[config.mk]
export PLATFORM = sky130hd
export DESIGN_NAME = outbuf
export DESIGN_NICKNAME = d
export VERILOG_FILES = /design/src/rtl/outbuf.sv
export SDC_FILE = /design/constraint.sdc
export NUM_CORES = 1
export LEC_CHECK = 0
export ABC_AREA = 1
export ABC_CLOCK_PERIOD_IN_PS = 1650
export BUFFER_PORTS_ARGS = -buffer_cell sky130_fd_sc_hd__buf_4
export CORE_ASPECT_RATIO = 1.1
export CORE_MARGIN = 2
export CORE_UTILIZATION = 45
export CTS_CLUSTER_DIAMETER = 150
export DETAILED_ROUTE_END_ITERATION = 7
export PLACE_DENSITY = 0.78
export SLEW_MARGIN = 20
export SYNTH_ARGS = -nofsm -noshare
export SYNTH_HDL_FRONTEND = slang
export SYNTH_SLANG_ARGS = --single-unit
[constraint.sdc]
create_clock -name clk -period 1.65 [get_ports clk]
set_input_delay 0 -clock clk [delete_from_list [all_inputs] [get_ports clk]]
set_output_delay 0 -clock clk [all_outputs]
set_load 0.005 [all_outputs]
[src/rtl/outbuf.sv]
// ============================================================================
// Module   : outbuf
// Brief    : Two-entry output skid buffer (output + skid register) between the
//            core and the downstream consumer; odata/ovalid/cstop are flop
//            outputs. Optional statistics counters under OUTBUF_STATS_EN.
// Revision : 1.0 - initial release
// ============================================================================
`default_nettype none

`ifndef NUM
`define NUM 15
`endif

module outbuf #(
  parameter int DW = `NUM + 1
) (
  input  logic                 clk,
  input  logic                 reset,
  input  logic signed [DW-1:0] cdata,
  input  logic                 cvalid,
  output logic                 cstop,
  output logic signed [DW-1:0] odata,
  output logic                 ovalid,
  input  logic                 ostop,
  output logic [31:0]          nbeats,
  output logic [31:0]          nstalls
);

  // Encoding chosen so bit 0 is ovalid and bit 1 is cstop straight from the flops.
  localparam logic [1:0] c_EMPTY = 2'b00;
  localparam logic [1:0] c_ONE   = 2'b01;
  localparam logic [1:0] c_TWO   = 2'b11;

  logic [1:0]          r_state;
  logic signed [DW-1:0] r_oreg;
  logic signed [DW-1:0] r_sreg;

  always_ff @(posedge clk or negedge reset) begin
    if (!reset) begin
      r_state <= c_EMPTY;
      r_oreg  <= '0;
      r_sreg  <= '0;
    end else begin
      case (r_state)
        c_EMPTY: begin
          if (cvalid) begin
            r_oreg  <= cdata;
            r_state <= c_ONE;
          end
        end
        c_ONE: begin
          if (cvalid && !ostop) begin
            r_oreg <= cdata;
          end else if (cvalid) begin
            r_sreg  <= cdata;
            r_state <= c_TWO;
          end else if (!ostop) begin
            r_state <= c_EMPTY;
          end
        end
        c_TWO: begin
          if (!ostop) begin
            r_oreg  <= r_sreg;
            r_state <= c_ONE;
          end
        end
        default: r_state <= c_EMPTY;
      endcase
    end
  end

  assign ovalid = r_state[0];
  assign cstop  = r_state[1];
  assign odata  = r_oreg;

`ifdef OUTBUF_STATS_EN
  logic [31:0] r_nbeats;
  logic [31:0] r_nstalls;

  always_ff @(posedge clk or negedge reset) begin
    if (!reset) begin
      r_nbeats  <= '0;
      r_nstalls <= '0;
    end else if (ovalid) begin
      if (ostop) r_nstalls <= r_nstalls + 32'd1;
      else       r_nbeats  <= r_nbeats + 32'd1;
    end
  end

  assign nbeats  = r_nbeats;
  assign nstalls = r_nstalls;
`else
  assign nbeats  = 32'd0;
  assign nstalls = 32'd0;
`endif

endmodule

`default_nettype wire
==> flow_metrics.tcl <==
set metrics [dict create \
    fmax_mhz 661 \
    groute.usage.overall 0.138 \
    required_ns 1.87 \
    die_height_um 76.6 \
    first_pass_iters 4 \
    die_area_um2 5360 \
    finish.cell_count_without_fillers 369 \
    layout.nets 337 \
    grt_max_degree 35 \
    tritoncts_clock_tree "yes" \
    hold_path.class "primary input to flop" \
    synth-seq-cells 34 \
    slew_violations 0 \
    post_drt_wl_per_cell_um 9.94 \
    crit_path_start_kind "flop" \
    synthTopCellsByArea "sky130_fd_sc_hd__dfrtp_1 (39%), sky130_fd_sc_hd__buf_4 (23%), sky130_fd_sc_hd__nand2_1 (13%)" \
    number_of_synthesized_flops_with_an_enable_pin 0 \
    antenna_violating_nets_post_route 0 \
    fp.dieW_um 70.0 \
    route.detailed.drc 0 \
    synth_top_cell_by_area "sky130_fd_sc_hd__dfrtp_1" \
    clock_sinks 34 \
    tns_ns 0 \
    post_route_cell_area_um2 2380 \
    fin_hold_ws_ns 0.00748 \
    drive_above_1_share 0.182 \
    vias 1591 \
    worst_setup_path_end_kind "flop" \
    path_class "flop to flop" \
    drv_cap 0 \
    power.density_nw_per_um2 1720 \
    tot_pwr_w 0.00410 \
    synth_cell_type_count 19 \
    run_status "completed" \
    first_global_vias 1417 \
    crit_arrival_ns 1.73 \
    synthCells 269 \
    peakVddDrop_v 0.000629 \
    grt_antenna_before_repair 0 \
    cts_inserted_buffers 5 \
    ctsRootBufferMaster "sky130_fd_sc_hd__clkbuf_8" \
    ys.warnings.count 0 \
    cts.clk_slew.worst_paths_ns 0.06 \
    initial_utilization 0.467 \
    filler_cell_count 453 \
    async_reset_ff_frac 1.00 \
    clock_skew_ns 0.00359 \
    clock_tree.htree_level_count 2 \
    gr-total-overflow 0 \
    dpl.cell_count 355 \
    dpl-instance-area_um2 2220 \
    ys_dominant_reg_cell "sky130_fd_sc_hd__dfrtp_1" \
    syn2layout_area_growth_pct 10.6 \
    rsz0062_at_grt "no" \
    io_buffers 37 \
    coreArea_um2 4620 \
    dpl.hpwl_um 2820 \
    clk_latency_ns 0.28 \
    syn_area_per_cell_um2 8.01 \
    finalCritPeriodShare 0.916 \
    placementRows 26 \
    clk_path_buf_depth 2 \
    route.final.wire_length_um 3670 \
    final-setup-viol-count 0 \
    num_antenna_cells 0 \
    synth_common_cells "sky130_fd_sc_hd__nand2_1 (73), sky130_fd_sc_hd__buf_4 (65), sky130_fd_sc_hd__dfrtp_1 (34)" \
    initialDrtViolationCount 53 \
    yosysTopAreaCellShare 0.395 \
    leakagePower_nw 1.36 \
    yosys.cell_count.top_type "sky130_fd_sc_hd__nand2_1" \
    finalHoldViolations 0 \
    global_route_wire_length_before_repair_um 6150 \
    post_synth_instance_area_um2 2160 \
    gpl.final_weighted_congestion 0.861 \
    synth_sequential_area_ratio 0.395 \
    floorplan.io_pins 102 \
    crit_path_max_fanout 16 \
    viasPerCell 4.31 \
    min_period_ns 1.51 \
]
-- per-layer routing --
layer,wire length (um),part of all wire,GRT usage
met5,0,0,0
met4,85,0.023,0.0788
met3,267,0.073,0.0238
met2,1790,0.49,0.229
met1,1530,0.42,0.169
-- critical path, cell delays in order, from the launching register on --
cell and delay (ns):
sky130_fd_sc_hd__dfrtp_1 0.38, sky130_fd_sc_hd__inv_1 0.09, sky130_fd_sc_hd__ha_1 0.31, sky130_fd_sc_hd__or2_1 0.26, sky130_fd_sc_hd__nand2_4 0.11, sky130_fd_sc_hd__buf_12 0.14, sky130_fd_sc_hd__nand3_1 0.08, sky130_fd_sc_hd__nand2_1 0.08
-- stage by stage --
| stage | setup slack, ns | utilization |
|---|---|---|
| 5_1_grt | 0.0355 | 0.516 |
| 6_report | 0.138 | 0.516 |
| 2_1_floorplan | 0.107 | - |
| 4_1_cts | 0.0809 | 0.505 |
| 3_5_place_dp | 0.0964 | 0.481 |
| 3_3_place_gp | 0.146 | 0.481 |
-- report_power, final --
group | leakage (nW) | internal (W) | switching, W
Sequential | 0.421 | 0.00127 | 0.000246
Combinational | 0.886 | 0.000916 | 0.00107
Clock | 0.0482 | 0.000336 | 0.000269
Total | 1.36 | 0.00252 | 0.00158
-- final cells by class --
class	instances	area [um^2]	share of cell area
Sequential cell	34	852	0.357
Inverter	22	82.6	0.0346
Timing Repair Buffer	47	383	0.161
Clock inverter	1	5.00	0.00210
Multi-Input combinational cell	202	906	0.380
Clock buffer	7	86.3	0.0362
Tap cell	56	70.1	0.0294
-- cells in the final DEF (no fill, tap or decap) --
cell	count
sky130_fd_sc_hd__inv_1	22
sky130_fd_sc_hd__nor2_1	1
sky130_fd_sc_hd__o21ai_0	32
sky130_fd_sc_hd__clkbuf_8	6
sky130_fd_sc_hd__dlygate4sd3_1	2
sky130_fd_sc_hd__nor2_4	1
sky130_fd_sc_hd__nand3_1	21
sky130_fd_sc_hd__or2_1	1
sky130_fd_sc_hd__dfrtp_1	33
sky130_fd_sc_hd__buf_12	2
sky130_fd_sc_hd__nand2_1	73
sky130_fd_sc_hd__clkinv_2	1
sky130_fd_sc_hd__conb_1	64
sky130_fd_sc_hd__clkbuf_1	1
sky130_fd_sc_hd__a21oi_1	1
sky130_fd_sc_hd__ha_1	5
sky130_fd_sc_hd__nor2_2	1
sky130_fd_sc_hd__nand2_8	1
sky130_fd_sc_hd__dfrtp_2	1
sky130_fd_sc_hd__nand2_4	1
sky130_fd_sc_hd__buf_4	43
-- registers in the layout (all words and copies together) (netlist names) --
name     flops
r_state      2
r_sreg      16
odata       16
-- cells by family after synthesis --
group,synth area share
adder cells (fa/ha/maj),0.0290
buffers and inverters,0.299
AO/OA/AOI/OAI,0.0766
other,0.00174
flip-flops,0.395
AND/OR/NAND/NOR,0.199
-- path summary, 6_finish.rpt --
check,startpoint,end,slack (ns),depth (start not counted)
min,cdata[1],r_sreg[1],0.007,3
min reg2reg,odata[10],odata[10],0.47,2
max,r_state[1],odata[13],0.14,7
min in group asynchronous,reset,r_sreg[0],0.21,2
max in group asynchronous,reset,r_state[0],1.11,2
max reg2reg,r_state[1],odata[13],0.14,7
-- what timing repair did --
action	4_1_cts	5_1_grt
hold buffers	2	0
gates resized for setup	0	2
endpoints found under the setup margin	0	10
buffers inserted	0	4
endpoints found under the hold margin	35	0
No activity file was read; power rests on OpenSTA's default activity.
